--- src/rtl/cdb_broadcaster.sv ---
// Common data bus broadcaster.
// Each functional unit gets one holding slot for a finished result. Every
// cycle up to CDB_W held slots are granted in round-robin order (starting at
// rr_ptr_q) and their tag/value pairs are registered onto CDB lanes 0..CDB_W-1.
// Ungranted slots stay held and their FU sees fu_ready low (back-pressure).
//
// Handshake: a result moves from FU i into its slot at a rising edge when
//   fu_done_valid[i] & fu_ready[i]. fu_ready is computed from registered state
//   plus reset/squash only, so an FU may look at it without any loop through
//   its own valid. A slot whose contents are being broadcast this cycle
//   reports ready, so one FU can complete every cycle without bubbles.
module cdb_broadcaster #(
  parameter int NUM_FU = 8,
  parameter int TAG_W  = 6,
  parameter int DATA_W = 32,
  parameter int CDB_W  = 3
) (
  input  logic                       clock,
  input  logic                       reset,
  input  logic                       squash,
  input  logic [NUM_FU-1:0]          fu_done_valid,
  input  logic [NUM_FU*TAG_W-1:0]    fu_done_tag,
  input  logic [NUM_FU*DATA_W-1:0]   fu_done_value,
  output logic [NUM_FU-1:0]          fu_ready,
  output logic [CDB_W-1:0]           cdb_valid,
  output logic [CDB_W*TAG_W-1:0]     cdb_tag,
  output logic [CDB_W*DATA_W-1:0]    cdb_value
);

  localparam int PTR_W = (NUM_FU > 1) ? $clog2(NUM_FU) : 1;

  // Slot state
  logic [NUM_FU-1:0]              held_q,       held_d;
  logic [NUM_FU-1:0][TAG_W-1:0]   slot_tag_q,   slot_tag_d;
  logic [NUM_FU-1:0][DATA_W-1:0]  slot_value_q, slot_value_d;
  logic [PTR_W-1:0]               rr_ptr_q,     rr_ptr_d;

  // Registered bus
  logic [CDB_W-1:0]               cdb_valid_q,  cdb_valid_d;
  logic [CDB_W-1:0][TAG_W-1:0]    cdb_tag_q,    cdb_tag_d;
  logic [CDB_W-1:0][DATA_W-1:0]   cdb_value_q,  cdb_value_d;

  // Arbitration results
  logic [NUM_FU-1:0]              grant;
  logic [CDB_W-1:0]               lane_used;
  logic [CDB_W-1:0][PTR_W-1:0]    lane_src;
  logic [PTR_W-1:0]               last_idx;
  logic [PTR_W-1:0]               scan_idx;
  int                             n_granted;

  // Round-robin scan from rr_ptr_q; the first CDB_W held slots fill lanes in order.
  always_comb begin
    grant     = '0;
    lane_used = '0;
    lane_src  = '0;
    last_idx  = rr_ptr_q;
    scan_idx  = '0;
    n_granted = 0;
    for (int j = 0; j < NUM_FU; j++) begin
      scan_idx = PTR_W'((int'(rr_ptr_q) + j) % NUM_FU);
      if (held_q[scan_idx] && (n_granted < CDB_W)) begin
        grant[scan_idx] = 1'b1;
        for (int k = 0; k < CDB_W; k++) begin
          if (n_granted == k) begin
            lane_used[k] = 1'b1;
            lane_src[k]  = scan_idx;
          end
        end
        last_idx  = scan_idx;
        n_granted = n_granted + 1;
      end
    end
  end

  // A slot can accept when empty or being drained this cycle; never during reset/squash.
  assign fu_ready = (~held_q | grant) & {NUM_FU{~reset & ~squash}};

  // Next slot contents, bus contents and round-robin pointer.
  always_comb begin
    held_d       = held_q;
    slot_tag_d   = slot_tag_q;
    slot_value_d = slot_value_q;
    for (int i = 0; i < NUM_FU; i++) begin
      if (fu_done_valid[i] && fu_ready[i]) begin
        held_d[i]       = 1'b1;
        slot_tag_d[i]   = fu_done_tag[i*TAG_W +: TAG_W];
        slot_value_d[i] = fu_done_value[i*DATA_W +: DATA_W];
      end else if (grant[i]) begin
        held_d[i] = 1'b0;
      end
    end
    cdb_valid_d = '0;
    cdb_tag_d   = '0;
    cdb_value_d = '0;
    for (int k = 0; k < CDB_W; k++) begin
      if (lane_used[k]) begin
        cdb_valid_d[k] = 1'b1;
        cdb_tag_d[k]   = slot_tag_q[lane_src[k]];
        cdb_value_d[k] = slot_value_q[lane_src[k]];
      end
    end
    rr_ptr_d = (|grant) ? PTR_W'((int'(last_idx) + 1) % NUM_FU) : rr_ptr_q;
  end

  // State registers: reset beats squash; squash empties slots and bus but keeps rr_ptr.
  always_ff @(posedge clock) begin
    if (reset) begin
      held_q       <= '0;
      slot_tag_q   <= '0;
      slot_value_q <= '0;
      rr_ptr_q     <= '0;
      cdb_valid_q  <= '0;
      cdb_tag_q    <= '0;
      cdb_value_q  <= '0;
    end else if (squash) begin
      held_q       <= '0;
      slot_tag_q   <= slot_tag_q;
      slot_value_q <= slot_value_q;
      rr_ptr_q     <= rr_ptr_q;
      cdb_valid_q  <= '0;
      cdb_tag_q    <= '0;
      cdb_value_q  <= '0;
    end else begin
      held_q       <= held_d;
      slot_tag_q   <= slot_tag_d;
      slot_value_q <= slot_value_d;
      rr_ptr_q     <= rr_ptr_d;
      cdb_valid_q  <= cdb_valid_d;
      cdb_tag_q    <= cdb_tag_d;
      cdb_value_q  <= cdb_value_d;
    end
  end

  assign cdb_valid = cdb_valid_q;
  assign cdb_tag   = cdb_tag_q;
  assign cdb_value = cdb_value_q;

endmodule

--- config.mk ---
export PLATFORM = sky130hd
export DESIGN_NAME = cdb_broadcaster
export DESIGN_NICKNAME = d
export VERILOG_FILES = /design/src/rtl/cdb_broadcaster.sv
export SDC_FILE = /design/constraint.sdc
export NUM_CORES = 1
export LEC_CHECK = 0
export BUFFER_PORTS_ARGS = -buffer_cell sky130_fd_sc_hd__buf_2
export CAP_MARGIN = 20
export CELL_PAD_IN_SITES_DETAIL_PLACEMENT = 1
export CELL_PAD_IN_SITES_GLOBAL_PLACEMENT = 2
export CORE_MARGIN = 2
export CORE_UTILIZATION = 34
export DETAILED_ROUTE_END_ITERATION = 8
export GPL_TIMING_DRIVEN = 0
export PLACE_DENSITY = 0.91
export SLEW_MARGIN = 20
export SYNTH_ARGS = -nofsm -noshare
export SYNTH_HDL_FRONTEND = slang
export SYNTH_SLANG_ARGS = --single-unit
--- constraint.sdc ---
create_clock -name clock -period 17.3 [get_ports clock]
set_input_delay 4.325 -clock clock [delete_from_list [all_inputs] [get_ports clock]]
set_output_delay 4.325 -clock clock [all_outputs]
set_load 0.01 [all_outputs]
# Word-level counts from Yosys, hierarchy flattened
# Cells that the tools add are included.
# op_classes
bitwise	16
n_eq_ne	14
muxes	143
order_cmp	26
add_sub_neg	14
n_reduce_logical	52
# ops
operator	count
binary-select mux 32 bit (select 3 bit)	3
2-to-1 mux 32 bit	9
== test 32 x 2 -> 1 bit (second input constant)	7
== test 32 x 3 -> 1 bit (second input constant)	7
zero test 32 bit	7
< comparator 32 x 3 -> 1 bit (second input constant)	7
adder 32 x 2 -> 32 bit (second input constant)	6
2-to-1 mux 3 bit	36
2-to-1 mux 8 bit	8
bitwise OR 8 bit	8
2-to-1 mux 9 bit	7
2-to-1 mux 1 bit	58
binary-select mux 6 bit (select 3 bit)	3
< comparator 3 x 4 -> 1 bit (second input constant)	11
binary-select mux 1 bit (select 3 bit)	8
demux 1 bit (select 3 bit)	8
>= comparator 3 x 1 -> 1 bit (second input constant)	8
logical AND 1 bit	23
2-to-1 mux 6 bit	3
AND reduction 2 bit	9
nonzero test 2 bit	8
adder 3 bit (second input constant)	4
OR reduction 3 bit	3
bitwise AND 8 bit	1
other kinds (7)	13
# totals
reg_bits	432
word_cells	297

# Depth between registers and ports, before layout
# depth
ltp_word	28
mapped_depth	53
ltp_nobuf	40

# Least setup slack after synthesis
# OpenSTA, ideal clock, no wires.
# synth_path
path_type	register -> output
start	reg rr_ptr_q[0]
end	out fu_ready[0]
setup_slack_ns	3.808
arrival_time_ns	9.167
path_stages_with_launch	47
path_cell_list	dfxtp_1 > buf_6 > buf_2 > inv_1 > clkbuf_1 > clkbuf_1 > clkbuf_1 > clkbuf_1 > ha_1 > buf_2 > mux2_2 > mux4_2 > buf_2 > inv_1 > ha_1 > o31ai_2 > nand2_1 > ha_1 > [... 11 more ...] > and2_1 > buf_6 > ha_1 > inv_1 > nand2_1 > a31oi_2 > inv_2 > ha_1 > nor2_1 > a22o_1 > buf_2 > nor3_1 > a21boi_1 > nor2_1 > a211o_1 > nor2_1 > o311ai_2 > and2_1
# synth_via
elab_chain_len	26
# synth_lines
element	line_no	rtl
from (decl)	36	logic [PTR_W-1:0] rr_ptr_q, rr_ptr_d;
from (signal assigned)	119	rr_ptr_q <= rr_ptr_q;
from (signal assigned)	127	rr_ptr_q <= rr_ptr_d;
binary-select mux 1 bit (select 3 bit)	61	if (held_q[scan_idx] && (n_granted < CDB_W)) begin
2-to-1 mux 1 bit (not written as such)	61	
2-to-1 mux 1 bit	61	
< comparator 32 x 3 -> 1 bit	61	
logical AND 1 bit	61	
2-to-1 mux 32 bit	61	
< comparator 32 x 3 -> 1 bit	61	
logical AND 1 bit	61	
[... 10 more ...]	n/a	
< comparator 32 x 3 -> 1 bit	61	
logical AND 1 bit	61	
2-to-1 mux 32 bit	61	
< comparator 32 x 3 -> 1 bit	61	
logical AND 1 bit	61	
2-to-1 mux 8 bit *	61	
bitwise OR 8 bit *	76	assign fu_ready = (~held_q | grant) & {NUM_FU{~reset & ~squash}};
bitwise AND 8 bit *	76	
to (decl)	24	output logic [NUM_FU-1:0] fu_ready,
# Every way passes the cells marked *; elsewhere a longest branch is shown, timed or not. The select of a mux whose other input is x is not followed.

# Final worst setup path
# layout_path
start	reg rr_ptr_q[0]
end	out fu_ready[2]
# The elaborated chain is that of the path after synthesis.

==> metrics.md <==
| Metric | Value |
|---|---|
| RSZ-0062 raised after global routing | false |
| Dpl hpwl | 104 mm |
| First-pass GRT wire length | 192 mm |
| Core box area | 0.0742 mm² |
| Worst Hold Endpoint | slot_tag_q[38] |
| Htree depth | 2 |
| Worst setup EP type | primary output |
| Xor/xnor share of the synthesized area | 0.449% |
| Synth Area in Compound Gates | 25.3% |
| Status | finished clean |
| Via density | 6.15 |
| Post-route clock period utilization | 95.9% |
| Power per cell area | 225 mW/mm² |
| Top delay family on crit path | buffers and inverters |
| Post-synthesis mux area share | 15.3% |
| Worst slew margin | 21.0% |
| Port Buffers | 439 |
| Yosys warns | 0 |
| Worst path max stage delay | 0.48 ns |
| CP Launch Type | register |
| Fmax | 60.3 MHz |
| Clock buffer depth | 3 |
| Synth Net Count | 3438 |
| Antenna violations before repair | 9 |
| Post-DRT Antenna Nets | 0 |
| Placed insts | 4501 |
| Initial Utilization | 34.2% |
| Die W | 277 µm |
| Post-Synthesis Cell Area | 0.0254 mm² |
| Final-report max-slew violation count | 0 |
| Top cell type by total area after synthesis | dfxtp_1 |
| Tot GR Track Use | 33.8% |
| Clk slew on worst S/H paths | 0.06 ns |
| Final Skew | 0.0272 ns |
| DR iter-0 viols | 3167 |
| Ys flop type | dfxtp_1 |
| Routed wire length | 136 mm |
| Kind of critical path | reg2out |
| CP max FO | 11 |
| Synth Area in Adders | 1.51% |
| R2r startpoint | rr_ptr_q[0] |
| CTS tree | built |
| Skew-Pair Late Insertion Delay | 0.63 ns |
| Mapped Cells | 3093 |
| LEAKAGE | 13.0 nW |
| Layout cells sized above 1 | 20.5% |
| DR pass1 iterations | 8 |
| Final setup margin | 0.717 ns |
| Root buffer cell | clkbuf_16 |
| WP buf/inv | 17 |
| Row Count | 100 |
| RePlAce Congestion | 0.974 |
| Worst path slowest cell | clkbuf_2 |
| Min-delay src | slot_tag_q[38] |
| Post-synth EDFFs | 0 |
| CTS Buf Count | 50 |
| IR drop worst, VDD | 0.000191 V |
| Final setup violation count | 0 |
| CP required | 12.98 ns |
| Largest net degree at the start of global routing | 14 |
| Hold Crit Class | reg2reg |
| Post-synthesis register bit count | 432 |
| R2R setup slack | 3.59 ns |
| Ranking of synthesized cells by area | dfxtp_1 (34%), mux2i_1 (14%), nand2_1 (8.8%), a21oi_1 (4.4%), nor2_1 (3.1%) |
| Synth Area in Simple Gates | 17.3% |
| Synth-to-layout area growth | 20.3% |
| Final min period | 16.58 ns |
| DRC Markers | 0 |
| GRT overflow | 0 |
| DR vias | 28200 |
| Ys async rst share | 0% |
| Fin cells | 4592 |
| # hold bufs at CTS | 0 |
| Pre-CTS WS | 0.314 ns |
| Largest family of logic cells by synthesized area | compound AO/OA/AOI/OAI gates |
| Avg Cell Area, Syn | 8.21 µm² |
| Die area | 0.0769 mm² |
| Hold depth | 2 |
| Worst reg2reg path depth | 47 |
| Nets | 3928 |
| Worst-margin pin slew | 1.19 ns |
| Vias in the first global route | 27800 |
| Worst Path Arrival | 12.26 ns |
| Sequential area share after synthesis | 34.1% |
| Final Hold Viols | 0 |
| Setup TNS | 0 ns |
| Count of different cell masters after synthesis | 85 |
| Synth top area share | 34.1% |
| Drt wl/cell | 29.6 µm |
| Die H | 277 µm |
| Clock sinks | 432 |
| MaxCap Viol Count | 0 |
| IO Pins | 440 |
| Capturing point of the worst reg2reg path | cdb_tag[0] |
## synth_stat cells (4+ instances only)
cell type / count
nand2_1: 594
dfxtp_1: 432
mux2i_1: 351
a21oi_1: 225
nor2_1: 207
clkbuf_1: 134
buf_2: 102
a22oi_1: 90
and3_1: 88
o22a_1: 79
o221ai_1: 76
o21ai_0: 61
nand3_1: 57
a31oi_1: 47
nor3_1: 46
o22ai_1: 45
a22o_1: 43
a211oi_1: 39
a311oi_1: 39
a32oi_1: 39
ha_1: 29
inv_1: 26
a31o_2: 22
buf_4: 21
a31o_1: 19
buf_1: 17
buf_6: 11
mux2_2: 10
mux4_2: 10
and2_1: 9
or2_2: 7
buf_8: 6
a21o_1: 5
nand2b_1: 5
nand4_1: 5
nor2b_1: 5
o21ai_1: 5
a21boi_0: 4
nor4_1: 4
o21a_1: 4
o311a_1: 4
o31ai_1: 4
xnor2_1: 4
## area by class of cell
| type | instances | area (µm²) |
|---|---|---|
| plain buffers | 290 | 1450 |
| flip-flops and latches | 432 | 8650 |
| inverters | 27 | 101 |
| clock inverters | 29 | 368 |
| repair buffers | 439 | 2200 |
| well taps | 969 | 1210 |
| clock buffers | 60 | 1350 |
| diodes | 3 | 7.51 |
| fillers | 9068 | 43700 |
| multi-input cells | 2343 | 15200 |
## routing by layer
| metal | wire (µm) | part of all wire (%) | GRT usage, % |
|---|---|---|---|
| met2 | 61400 | 45 | 53.9 |
| met4 | 7970 | 5.9 | 18.4 |
| met5 | 40 | 0.029 | 0 |
| met1 | 54300 | 40 | 42.6 |
| met3 | 12300 | 9.1 | 7.30 |
## worst max-delay path by stage
stage               cells past startpoint  slack (ns)           to         from
finish                                 46        0.72  fu_ready[2]  rr_ptr_q[0]
CTS                                    47        0.22  fu_ready[2]  rr_ptr_q[0]
detailed placement                     47        0.31  fu_ready[2]  rr_ptr_q[0]
global route                           46        0.15  fu_ready[3]  rr_ptr_q[0]
floorplan                              46        3.81  fu_ready[0]  rr_ptr_q[0]
global placement                       47        0.34  fu_ready[0]  rr_ptr_q[0]
## tightest hold or removal path, stage by stage, from the launching register on
cell,delay (ns)
dfxtp_1,0.34
nand2_1,0.07
a21oi_1,0.06
## layout by cell type, fill, tap and decap left out, drive strengths merged, types with 7 or more instances in the layout
cell,instances
buf,596
nand2,594
dfxtp,432
mux2i,351
a21oi,226
nor2,209
clkbuf,193
a22oi,90
and3,88
o22a,79
o221ai,76
o21ai,68
nand3,57
a31oi,49
nor3,49
o22ai,46
a22o,43
a311oi,41
a31o,41
a211oi,39
a32oi,39
inv,32
ha,29
clkinv,16
mux2,12
mux4,10
and2,9
or2,7
bufinv,7
## metrics by stage
stage                     hold WS (ns)  total power [W]  utilization, %  area (µm²)
after floorplan                  0.462          0.00396               -       25400
after global placement           0.483          0.00551            38.8       28800
after detailed placement         0.493          0.00555            38.8       28800
after CTS                        0.504          0.00670            41.1       30500
after global routing             0.529          0.00709            41.1       30500
final                            0.515          0.00688            41.2       30500
## flip-flops by register name, indices dropped and copies added (netlist names)
| signal | cells |
|---|---|
| slot_value_q | 256 |
| rr_ptr_q | 3 |
| cdb_value | 96 |
| slot_tag_q | 48 |
| held_q | 8 |
| cdb_tag | 18 |
| cdb_valid | 3 |
## cells by family after synthesis
group | count (synthesis)
and+or+nand+nor | 1039
xor gates and xnor gates | 9
DFF | 432
AOI/OAI and AO/OA | 892
buffers and inverters | 318
muxes | 373
adders and majority gates | 30
## report_power, final
part           internal (W)  total (W)  switching [W]
Clock              0.000663    0.00114       0.000476
Sequential          0.00106    0.00111      0.0000570
Combinational       0.00147    0.00463        0.00316
## what timing repair did
| item | in CTS | in global routing |
|---|---|---|
| resized for setup | 2 | 5 |
| endpoints found under the setup margin | 8 | 8 |
| setup buffers | 0 | 0 |
Note: power is estimated with default switching activity, not from simulation.
